==> config.mk <==
export PLATFORM = sky130hd
export DESIGN_NAME = cartouche_loader
export DESIGN_NICKNAME = d
export VERILOG_FILES = /design/src/rtl/cartouche_loader.sv
export SDC_FILE = /design/constraint.sdc
export NUM_CORES = 1
export LEC_CHECK = 0
export BUFFER_PORTS_ARGS = -buffer_cell sky130_fd_sc_hd__buf_2
export CAP_MARGIN = 15
export CORE_MARGIN = 1
export CORE_UTILIZATION = 50
export CTS_BUF_LIST = sky130_fd_sc_hd__clkbuf_4 sky130_fd_sc_hd__clkbuf_8
export DETAILED_ROUTE_END_ITERATION = 8
export PLACE_DENSITY = 0.77
export REMOVE_ABC_BUFFERS = 1
export SETUP_SLACK_MARGIN = 0.1
export SLEW_MARGIN = 20
export SYNTH_ARGS = -nofsm -noshare
export SYNTH_HDL_FRONTEND = slang
export SYNTH_SLANG_ARGS = --single-unit
==> constraint.sdc <==
create_clock -name clk -period 6.8 [get_ports clk]
set_clock_uncertainty 0.2 [all_clocks]
set_input_delay 1.02 -clock clk [delete_from_list [all_inputs] [get_ports clk]]
set_output_delay 1.02 -clock clk [all_outputs]
set_load 0.02 [all_outputs]
==> src/rtl/cartouche_loader.sv <==
// Cartridge write-side loader: turns the HPS ioctl download stream into byte writes to cartridge RAM.
// Optional padding of short images with FILL_BYTE is built when CARTOUCHE_FILL_EN is defined.
module cartouche_loader #(
  parameter logic [7:0] CART_INDEX = 8'd1,
  parameter logic [7:0] FILL_BYTE  = 8'hFF,
  parameter int         MEM_DEPTH  = 16384
) (
  input  logic        clk,
  input  logic        reset_n,
  input  logic        ioctl_download,
  input  logic [7:0]  ioctl_index,
  input  logic        ioctl_wr,
  input  logic [24:0] ioctl_addr,
  input  logic [7:0]  ioctl_dout,
  output logic [13:0] mem_addr,
  output logic [7:0]  mem_din,
  output logic        mem_we,
  output logic        busy,
  output logic        cart_valid,
  output logic        cart_overflow,
  output logic [14:0] cart_size,
  output logic [7:0]  checksum
);

  typedef enum logic [1:0] {IDLE = 2'd0, LOAD = 2'd1, FILL = 2'd2, DONE = 2'd3} state_t;

  localparam logic [14:0] DEPTH   = 15'(MEM_DEPTH);
  localparam logic [24:0] DEPTH_A = 25'(MEM_DEPTH);

  state_t      state;
  logic        dl_q;
  logic        match;
  logic        start;
  logic        stop;
  logic        in_range;
  logic [14:0] size_nxt;
`ifdef CARTOUCHE_FILL_EN
  localparam logic [14:0] LAST = 15'(MEM_DEPTH - 1);
  logic [14:0] fill_ptr;
`endif

  // Size never exceeds DEPTH because only in-range offsets reach this update.
  function automatic logic [14:0] size_update(input logic [14:0] cur, input logic [14:0] offs);
    logic [14:0] cand;
    cand = offs + 15'd1;
    if (cand > DEPTH) cand = DEPTH;
    return (cand > cur) ? cand : cur;
  endfunction

  function automatic logic [7:0] sum_wrap(input logic [7:0] acc, input logic [7:0] b);
    return acc + b;
  endfunction

  assign match    = ioctl_download && (ioctl_index == CART_INDEX);
  assign start    = match && !dl_q;
  assign stop     = dl_q && !match;
  assign in_range = ioctl_addr < DEPTH_A;
  assign busy     = (state == LOAD) || (state == FILL);

  // Size including a strobe that lands in the same cycle as the download falling.
  always_comb begin
    size_nxt = cart_size;
    if (state == LOAD && ioctl_wr && in_range)
      size_nxt = size_update(cart_size, ioctl_addr[14:0]);
  end

  always_ff @(posedge clk or negedge reset_n) begin
    if (!reset_n) begin
      state         <= IDLE;
      dl_q          <= 1'b0;
      mem_addr      <= '0;
      mem_din       <= '0;
      mem_we        <= 1'b0;
      cart_valid    <= 1'b0;
      cart_overflow <= 1'b0;
      cart_size     <= '0;
      checksum      <= '0;
`ifdef CARTOUCHE_FILL_EN
      fill_ptr      <= '0;
`endif
    end else begin
      dl_q   <= match;
      mem_we <= 1'b0;
      case (state)
        IDLE: ;
        LOAD: begin
          if (ioctl_wr) begin
            if (in_range) begin
              mem_we    <= 1'b1;
              mem_addr  <= ioctl_addr[13:0];
              mem_din   <= ioctl_dout;
              checksum  <= sum_wrap(checksum, ioctl_dout);
              cart_size <= size_nxt;
            end else begin
              cart_overflow <= 1'b1;
            end
          end
          if (stop) begin
            if (size_nxt == 15'd0) state <= IDLE;
`ifdef CARTOUCHE_FILL_EN
            else if (size_nxt < DEPTH) begin
              state    <= FILL;
              fill_ptr <= size_nxt;
            end
`endif
            else state <= DONE;
          end
        end
        FILL: begin
`ifdef CARTOUCHE_FILL_EN
          mem_we   <= 1'b1;
          mem_addr <= fill_ptr[13:0];
          mem_din  <= FILL_BYTE;
          fill_ptr <= fill_ptr + 15'd1;
          if (fill_ptr == LAST) state <= DONE;
`else
          state <= IDLE;
`endif
        end
        DONE:    cart_valid <= 1'b1;
        default: state <= IDLE;
      endcase
      // A new start overrides whatever the current state decided, after its write completes.
      if (start) begin
        state         <= LOAD;
        cart_size     <= '0;
        checksum      <= '0;
        cart_overflow <= 1'b0;
        cart_valid    <= 1'b0;
      end
    end
  end

endmodule

* After elaboration in Yosys (flattened, before gate mapping)
Index checks and enable logic that the tools add are counted. Widths: inputs -> output; s select.
Word-level totals: bits in registers 51, bits in latches 0, bits in writable memories 0, memory bits (read-only) 0, bits of input ports 45, output and inout port bits 49, logic and storage cells 63, memories 0
Cells by class: add/sub/neg operators 2, $mul 0, div/mod/pow operators 0, order comparisons 3, equal/unequal tests 6, shifts and indexed selects 0, muxes and demuxes 25, bitwise operators 0, reductions and logical operators 18
Operators with widths (count):
- $mux 15 | 8
- $mux 8 | 4
- $lt 25x15->1 const B | 1
- $add 15x1->15 const B | 1
- $gt 15x15->1 | 1
- $gt 15x15->1 const B | 1
- $logic_not 15->1 | 1
- $mux 1 | 9
- $reduce_and 3->1 | 3
- $add 8x8->8 | 1
- $eq 8x1->1 const B | 1
- $reduce_bool 2->1 | 4
- $mux 2 | 3
- $logic_and 1x1->1 | 5
- $eq 2x2->1 const B | 2
- $pmux 2 s2 | 1
- $ne 3x3->1 const B | 1
- $reduce_bool 3->1 | 1
- $eq 2x1->1 const B | 1
- $logic_not 1->1 | 2
- $ne 2x2->1 const B | 1
- $reduce_and 2->1 | 1
- $logic_or 1x1->1 | 1

* Logic depth before layout (Yosys ltp)
Gate-level depths: netlist of run 1.
word-level depth 12, gate-level depth with buffers 17, gate-level depth less buffers 14

* Worst setup path before layout of run 1
Ideal clock, no wire load.
path type input port to flip-flop, from in ioctl_addr[0], to reg cart_size[11], setup time 132 ps, arrival 3997 ps, data required time 6468 ps, setup slack 2471 ps, cell stages on the path 16, buffers on the path 2, cells stage by stage ha_1 -> nand4_4 -> or3_1 -> xor2_1 -> and3_1 -> a31oi_2 -> nor2_1 -> ha_1 -> a211oi_1 -> nor2_1 -> o31ai_1 -> a21o_1 -> buf_2 -> buf_4 -> mux2i_1 -> nor2_1
Between the ends: cells in the longest elaborated chain, start to end 11, elaborated cells between the ends (all ways) 15, classes of those cells add/sub: 1; order compare: 3; mux: 8; reduce/logical: 3
Ends and longest elaborated chain:
- start, declared | RTL line 13 | input logic [24:0] ioctl_addr,
- $add 15x1->15 | RTL line 45 | cand = offs + 15'd1;
- $gt 15x15->1 | RTL line 46 | if (cand > DEPTH) cand = DEPTH;
- $mux 15 | RTL line 46
- $mux 15 | RTL line 63 | if (state == LOAD && ioctl_wr && in_range)
- $gt 15x15->1 | RTL line 47 | return (cand > cur) ? cand : cur;
- $mux 15 | RTL line 47
- $mux 15 | RTL line 63
- $mux 15 | RTL line 88 | if (in_range) begin
- $mux 15 | RTL line 87 | if (ioctl_wr) begin
- $mux 15 | RTL line 84 | case (state)
- $mux 15 | RTL line 124 | if (start) begin
- end signal, assigned | RTL line 93 | cart_size <= size_nxt;
- end, declared | RTL line 21 | output logic [14:0] cart_size,
Several ways; a longest one is shown, not always the timed one. The select of a mux whose other input is x is not followed. A chain may end at the register's enable or synchronous reset.

* Worst setup path in the final report of run 1
from in ioctl_addr[0], to reg state[1]
Between the ends: cells in the longest elaborated chain, start to end 12, elaborated cells between the ends (all ways) 14, classes of those cells add/sub: 1; order compare: 3; mux: 8; reduce/logical: 2
Ends and longest elaborated chain:
- $add 15x1->15 | RTL line 45
- $gt 15x15->1 | RTL line 46
- $mux 15 | RTL line 46
- $mux 15 | RTL line 63
- $gt 15x15->1 | RTL line 47
- $mux 15 | RTL line 47
- $mux 15 (*) | RTL line 63
- $logic_not 15->1 (*) | RTL line 99 | if (size_nxt == 15'd0) state <= IDLE;
- $mux 2 (*) | RTL line 99
- $mux 2 (*) | RTL line 98 | if (stop) begin
- $pmux 2 s2 (*) | RTL line 84
- $mux 2 (*) | RTL line 124
- end signal, assigned | RTL line 99
- end signal, assigned | RTL line 106 | else state <= DONE;
- end signal, assigned | RTL line 125 | state <= LOAD;
- end, declared | RTL line 30 | state_t state;
Every way passes the cells marked *; elsewhere a longest branch is shown, timed or not. The select of a mux whose other input is x is not followed.

==> results of run 1 <==
-- sequential cells by signal (all words and copies together), names as in the netlist --
signal / flops
state: 2
dl_q: 1
mem_addr: 14
checksum: 8
mem_din: 8
cart_valid: 1
cart_size: 15
cart_overflow: 1
mem_we: 1
-- cells in the final DEF, fill, tap and decap left out, types with 2 or more instances in the layout --
cell / n
nand4_1: 6
o41ai_1: 4
xnor2_1: 11
nor3_1: 9
o21ai_0: 10
nor4_1: 6
clkbuf_8: 5
a21o_1: 3
o211ai_1: 2
a211oi_1: 2
nand4_4: 2
nor2b_1: 3
mux2i_1: 13
nor4b_1: 3
o31a_1: 2
nand3b_1: 4
and4_1: 2
nor4_2: 2
nand2_1: 73
dfrtp_1: 51
ha_1: 27
a21oi_1: 12
nor2_1: 44
inv_1: 29
buf_2: 93
o31ai_1: 5
and2_1: 2
buf_4: 3
or3_1: 2
nand3_1: 15
a2111oi_0: 2
nand2b_1: 3
nor2_2: 5
xor2_1: 4
and3_1: 3
-- metal layers --
| layer | vias up | GRT usage, % |
|---|---|---|
| met1 | 1511 | 31.7 |
| li1 | 1562 | - |
| met5 | - | 0 |
| met2 | 96 | 42.5 |
| met4 | 0 | 8.94 |
| met3 | 16 | 4.52 |
-- area by class of cell --
class                   count  area (um^2)
clock inverters             3         22.5
repair buffers             96          488
inverters                  31          116
fillers                   630         2690
clock buffers               5         68.8
flip-flops and latches     51         1280
well taps                  80          100
multi-input cells         304         2000
-- cell usage after synthesis, drive strengths merged, types with 9 or more instances --
master  count  area [um^2]
inv        30          113
xnor2      11         96.3
nor3       10         55.1
ha         27          338
nand2      74          280
buf        11         73.8
dfrtp      51         1280
nor2       49          196
mux2i      13          130
nand3      15         75.1
a21oi      12         60.1
o21ai      11         55.1
clkbuf      9         33.8
-- worst max-delay path: cells and delay by family --
family	cells	cell delay (ns)
compound gates	6	2.08
xor+xnor	1	0.17
fa+ha+maj	2	0.64
buf+inv	1	0.16
simple gates	5	0.92
-- how the worst max path moves through the flow --
stage	endpoint
after CTS	state[1]
after global routing	cart_size[2]
after global placement	cart_size[2]
after floorplan	cart_size[10]
after detailed placement	state[1]
final	state[1]
-- kinds of logic after synthesis --
group                      share of synthesized area [%]
xor gates and xnor gates                            4.22
buffers and inverters                               6.40
adders and majority gates                           10.2
muxes                                               4.04
DFF                                                 36.5
AOI/OAI and AO/OA                                   11.5
and+or+nand+nor                                     27.1
-- where the power goes --
part	switching [mW]	leakage [nW]	internal (mW)
combinational	0.0737	1.41	0.0508
clock	0.109	0.0485	0.0740
sequential	0.00689	0.700	0.310
total	0.190	2.16	0.435
==> results by stage, run 1 <==
Worst setup path:
- The launching element type of the critical path is an input pin.
- In this design, the stage delay of the slowest critical-path cell is 0.87 ns.
- The number of cells on the worst reg-to-reg path is 9.
- Across all register-to-register paths, the minimum setup slack is 3.40 ns.
- Traced cell by cell, the critical path runs through buf_2 > ha_1 > nand4_4 > or3_1 > xor2_1 > and3_1 > a31oi_2 > nor2_1 > ha_1 > a211oi_1 > nor2_1 > o31ai_1 > a21o_1 > a32oi_1 > o41ai_2.
- Tracing the worst setup path back leads to its startpoint at ioctl_addr[0].
- The maximum fanout encountered on the critical timing path is 26.
- The worst flop-to-flop path endpoint is state[1].
- Data on the critical path arrives at its endpoint at 5.01 ns.
- Among all stages on the critical path, the largest delay is contributed by a21o_1.
- The worst setup path is captured at a register.
- The beginning of the worst register-to-register path is state[1].
- At the worst endpoint, the required time is 6.81 ns.
- The critical path in this run is classified as input pin to register.

Drt:
- The number of vias per cell after detailed routing is 5.59.
- In this run, the number of DRC markers left after iteration 0 of detailed routing was 172.
- The highest metal layer with signal wires is met4.
- The routed design uses 4100 um of met2 wire.
- The met3 wirelength from detailed routing is 403 um.
- The average wire per cell in the routed design is 14.8 um.
- The first detailed-routing pass ran for 7 iterations.
- The routed design has 8420 um of wire.
- For this run, design rule violations remaining after detail routing come to 0.
- The routed layout has 3185 vias.
- The residual antenna-violating net count after detailed routing is 0.
- After detailed routing, the wire length on met1 is 3730 um.

Cells and area:
- The net total in the final layout is 562.
- The layout overhead on the synthesized area is 16.4%.
- After routing the design area is 0.00407 mm^2.
- The final non-filler cell total is 570.
- The fraction of layout cells with a size suffix above 1 is 25.7%.
- The number of diodes added for antenna fixing is 0.
- Cells fill 60.2% of the core in the end.

Timing:
- The share of the clock period used by the worst path is 73.5%.
- The worst path setup slack after routing is 1.80 ns.
- The final number of hold-violating endpoints is 0.
- The headroom to the max-slew limit is 30.7%.
- The worst hold slack after final layout is 0.273 ns.
- Setup violations remaining at the end of the flow were counted as 0.
- The transition time of the tightest slew-check pin is 1.04 ns.
- Setup repair after global routing left no endpoint under its margin.
- After layout, the minimum clock period comes to 5.00 ns.
- The setup total negative slack is 0 ns.
- The final number of max-transition violations came to 0.
- Static timing analysis puts the maximum clock frequency at 0.200 GHz.

CTS:
- The count of buffers added by post-CTS timing repair for setup is 0.
- The post-cts gate resize count is 0.
- In this run, CTS created clock tree buffers numbering 5.
- At the later pin of the worst-skew pair, clock insertion delay measures 0.31 ns.
- The number of hold-repair buffers added at the cts stage is 0.
- The clock tree from TritonCTS is done.
- The clock tree synthesis step divided the H-tree into 2 levels.
- Counting every sink on the clock net gives 51.
- The clock-pin slew on the worst setup and hold paths is 0.10 ns.
- The buffer type at the clock tree root is clkbuf_8.
- The number of buffers on the longest clock path is 2.

Floorplan:
- The floorplan die height is 85.6 um.
- The floorplan has 30 rows.
- The total die area is 0.00733 mm^2.
- The floorplan step set the die width to 85.6 um.
- The number of primary I/O pins is 94.
- The initial utilization of the core area, before any placement, comes to 51.8%.
- The region available for standard cell placement spans 0.00676 mm^2.

Hold path:
- Counting instances, the worst hold path has a depth of 2.
- In this run the most critical hold path is launched from mem_addr[2].
- The class of the most critical hold timing path is register to register.
- For hold timing, the worst endpoint is mem_addr[2].

Logic synthesis:
- The total number of yosys warnings is 0.
- In the synthesized netlist the dominant register cell turns out to be dfrtp_1.
- The sequential element share of the synthesized area is 36.5%.
- In this run the cell area of the synthesized design comes to 0.00350 mm^2.
- The cell count after synthesis is 406.
- The count of unique library cells instantiated by Yosys is 62.
- The number of synthesized flops with an enable pin is 0.
- After synthesis the netlist holds a flip-flop and latch count of 51.
- The mean instance size in the synthesized netlist is 8.61 um^2.
- The share of synthesized flip-flops with an asynchronous set or reset is 100%.

Place:
- Once placement finished, the instance area stood at 0.00398 mm^2.
- The quantity of I/O buffers inserted on ports is 93.
- The sum of net half-perimeters after detailed placement is 6330 um.
- OpenSTA, run right after detailed placement, puts the worst setup slack at 1.53 ns.
- After detailed placement, the design holds a cell count of 562.
- The placer congestion estimate is 0.872.

GRT:
- The first global-routing pass estimated 14700 um of wire.
- The largest net degree at the start of global routing is 52.
- The aggregate global-route resource usage is 24.9%.
- The initial antenna violation count is 0.
- The number of global-route vias before repair was 3225.
- The global route total overflow is 0.

Power and ir drop:
- The maximum ir drop on the vdd rail is 0.0995 mV.
- Dividing total power by cell area gives a power density of 154 mW/mm^2.
- For this design the static power due to leakage is 2.16 nW.
- The design draws 625 uW.

Run status:
- The run finished with clean final reports.

Run:
- The number of violations of the max-capacitance limit is 0.
No activity file was read; power rests on OpenSTA's default activity.
==> run 2: changes to the inputs <==
==> constraint.sdc (replaced) <==
create_clock -name clk -period 4.6 [get_ports clk]
set_clock_uncertainty 0.2 [all_clocks]
set_input_delay 0.69 -clock clk [delete_from_list [all_inputs] [get_ports clk]]
set_output_delay 0.69 -clock clk [all_outputs]
set_load 0.02 [all_outputs]
==> run 2 against run 1 <==
  * The flow now finishes with violations (design-rule violations)
  * First-iteration DRC count decreased by 18%
  * Cell count increased by 0.70%
  * Final area increased by 1.0%
  * Clock power increased by 49%
  * Combinational power increased by 52%
  * Count of clock-buffer cells in the layout unchanged
  * Hold slack improved by 0.0046 ns
  * Non-clock buffer count increased by 4
  * Highest routed layer unchanged
==> results by stage, run 2 (synthesis gave the netlist of run 1 again) <==
Run status:
- Result of the run: finished with violations (was complete, no violations).
- The final reports fail on design-rule violations.

CTS:
- The number of hold-repair buffers added at the cts stage is 0 (unchanged).
- The clock-pin slew on the worst setup and hold paths is 0.10 ns (about the same).
- The number of clock buffers inserted by TritonCTS came to 5 (unchanged).
- The number of buffers on the longest clock path came to 2 (unchanged).
- The count of buffers added by post-CTS timing repair for setup is 0 (unchanged).
- The buffer type at the clock tree root was clkbuf_8 (unchanged).
- The post-cts gate resize count is 0 (unchanged).
- The H-tree depth reported by CTS is 2 (unchanged).
- The clock tree from TritonCTS was done (unchanged).
- The CTS sink count is 51 (unchanged).
- The clock latency on the worst-skew pair is 0.31 ns (about the same).

Hold path:
- The class of the most critical hold timing path is input pin to asynchronous set/reset pin (was register to register).

Power and ir drop:
- The leakage power came to 2.18 nW (was 2.16 nW).
- The power consumption is 930 uW (was 625 uW).
- The maximum ir drop on the vdd rail is 0.188 mV (was 0.0995 mV).
- The power density of the placed cells is 226 mW/mm^2 (was 154 mW/mm^2).

GRT:
- The aggregate global-route resource usage is 25.1% (was 24.9%).
- The first-pass GRT wire length is 14600 um (was 14700 um).
- The global route total overflow came to 0 (unchanged).
- The initial antenna violation count is 0 (unchanged).
- The largest net degree at the start of global routing is 52 (unchanged).
- The number of global-route vias before repair is 3043 (was 3225).

Worst setup path:
- The beginning of the worst register-to-register path is state[1] (unchanged).
- The arrival time at the worst endpoint is 4.05 ns (was 5.01 ns).
- The required time at the worst-slack endpoint came to 4.59 ns (was 6.81 ns).
- The class of the most critical setup path was input pin to register (unchanged).
- The maximum fanout encountered on the critical timing path is 26 (unchanged).
- The worst reg-to-reg path cell count was 9 (unchanged).
- The end of the critical path is cart_size[10] (was state[1]).
- The launching element type of the critical path is an input pin (unchanged).
- The launch point of the worst path is ioctl_addr[0] (unchanged).
- The worst flop-to-flop path endpoint is checksum[6] (was state[1]).
- The critical path endpoint category is a register (unchanged).
- The register-to-register path setup slack was 1.86 ns (was 3.40 ns).

Place:
- The quantity of I/O buffers inserted on ports is 93 (unchanged).
- The placer congestion estimate is 0.913 (was 0.872).
- The sum of net half-perimeters after detailed placement is 6430 um (was 6330 um).
- The total placed instance area is 0.00402 mm^2 (was 0.00398 mm^2).

Cells and area:
- Largest registers: cart_size (15), mem_addr (14) (unchanged).
- The fill cell total of the finished layout is 616 (was 630).
- The net total in the final layout is 566 (was 562).
- The register area is 0.00128 mm^2 (unchanged).
- The post-route cell area came to 0.00411 mm^2 (was 0.00407 mm^2).
- The combined area of the multi-input logic cells is 0.00200 mm^2 (unchanged).
- The layout overhead on the synthesized area was 17.6% (was 16.4%).
- The flip-flop count of the largest register after layout was 15 (unchanged).
- Commonest cells after routing, fill and taps aside: buf_2, nand2_1, dfrtp_1 (unchanged).
- The fraction of layout cells with a size suffix above 1 is 26.3% (was 25.7%).
- The number of diodes added for antenna fixing is 0 (unchanged).
- The most common library cell in the layout ignoring fill and taps is buf_2 (unchanged).
- The most flop-heavy register was cart_size (unchanged).

Floorplan:
- The area of the core is 0.00676 mm^2 (unchanged).
- The number of primary I/O pins is 94 (unchanged).
- The die extent in x came to 85.6 um (unchanged).
- The floorplan die height came to 85.6 um (unchanged).
- The effective utilization at floorplan is 51.8% (unchanged).
- The total die area is 0.00733 mm^2 (unchanged).
- The number of standard-cell rows in the floorplan is 30 (unchanged).

Timing:
- The final number of hold-violating endpoints is 0 (unchanged).
- The final number of max-transition violations is 0 (unchanged).
- The headroom to the max-slew limit is 55.8% (was 30.7%).
- The transition time of the tightest slew-check pin was 0.663 ns (was 1.04 ns).
- The final period demand of the worst path is 4.06 ns.
- The total of endpoints with negative setup slack in the final report is 0 (unchanged).
- The fmax is 0.246 GHz.
- The share of the clock period used by the worst path is 88.3%.
- Unrepaired setup endpoints after global routing: no (unchanged).
- The setup total negative slack is 0 ns (unchanged).

Drt:
- The length of the first detailed-routing pass in iterations was 6 (was 7).
- The detailed router's first-iteration violation count was 141 (was 172).
- The number of vias per cell after detailed routing is 5.56 (was 5.59).
- The average wire per cell in the routed design was 14.8 um (about the same).
- The total via count in the routed design is 3194 (was 3185).
- The routed wire length is 8480 um (was 8420 um).
- The residual antenna-violating net count after detailed routing was 0 (unchanged).
- The count of unresolved DRC violations after routing is 2 (was 0).

Run:
- The number of violations of the max-capacitance limit was 0 (unchanged).
[run 2: cell count changes in the layout (fill, tap and decap cells not counted), sizes merged]
cell / delta
buf: +4
[run 2: metal layers]
metal | GRT usage, % | routed length [um]
met1 | 33.8 | 3850
met2 | 40.4 | 4060
met3 | 4.62 | 376
met4 | 9.55 | 195
met5 | 0 | 0
[run 2: worst min-delay path by stage]
stage / end / slack (ns) / cells past startpoint
3_3_place_gp: mem_din[4] / 0.25 / 2
4_1_cts: mem_addr[1] / 0.28 / 2
2_1_floorplan: cart_overflow / 0.19 / 0
3_5_place_dp: mem_addr[1] / 0.26 / 2
5_1_grt: mem_addr[1] / 0.30 / 2
6_report: mem_din[0] / 0.28 / 2
[run 2: worst max-delay path, stage by stage]
cell and delay, ns:
buf_2 0.14, ha_1 0.32, nand4_4 0.17, or3_1 0.39, xor2_1 0.17, and3_1 0.19, a31oi_2 0.32, nor2_1 0.09
ha_1 0.30, a211oi_1 0.23, nor2_1 0.07, o31ai_1 0.27, a21o_1 0.21, buf_12 0.19, mux2i_1 0.21, nor2_1 0.06
[run 2: metrics by stage]
step | setup slack, ns | utilization, % | hold slack [ns] | std cells
after floorplan | 0.366 | - | 0.194 | 386
after global placement | 0.372 | 59.5 | 0.253 | 566
after detailed placement | 0.245 | 59.5 | 0.258 | 566
after CTS | 0.569 | 60.9 | 0.281 | 574
after global routing | 0.316 | 60.9 | 0.305 | 574
final | 0.537 | 60.9 | 0.277 | 574
[run 2: report_power, final]
part / switching [mW] / total (mW) / internal, mW
clock: 0.163 / 0.273 / 0.110
combinational: 0.113 / 0.189 / 0.0762
sequential: 0.00914 / 0.468 / 0.458
[run 2: area by class of cell]
cell class	instances	share of cell area, %
clock inverters	3	0.548
flip-flops and latches	51	31.0
multi-input cells	304	48.6
well taps	80	2.43
inverters	31	2.83
repair buffers	100	12.9
clock buffers	5	1.67
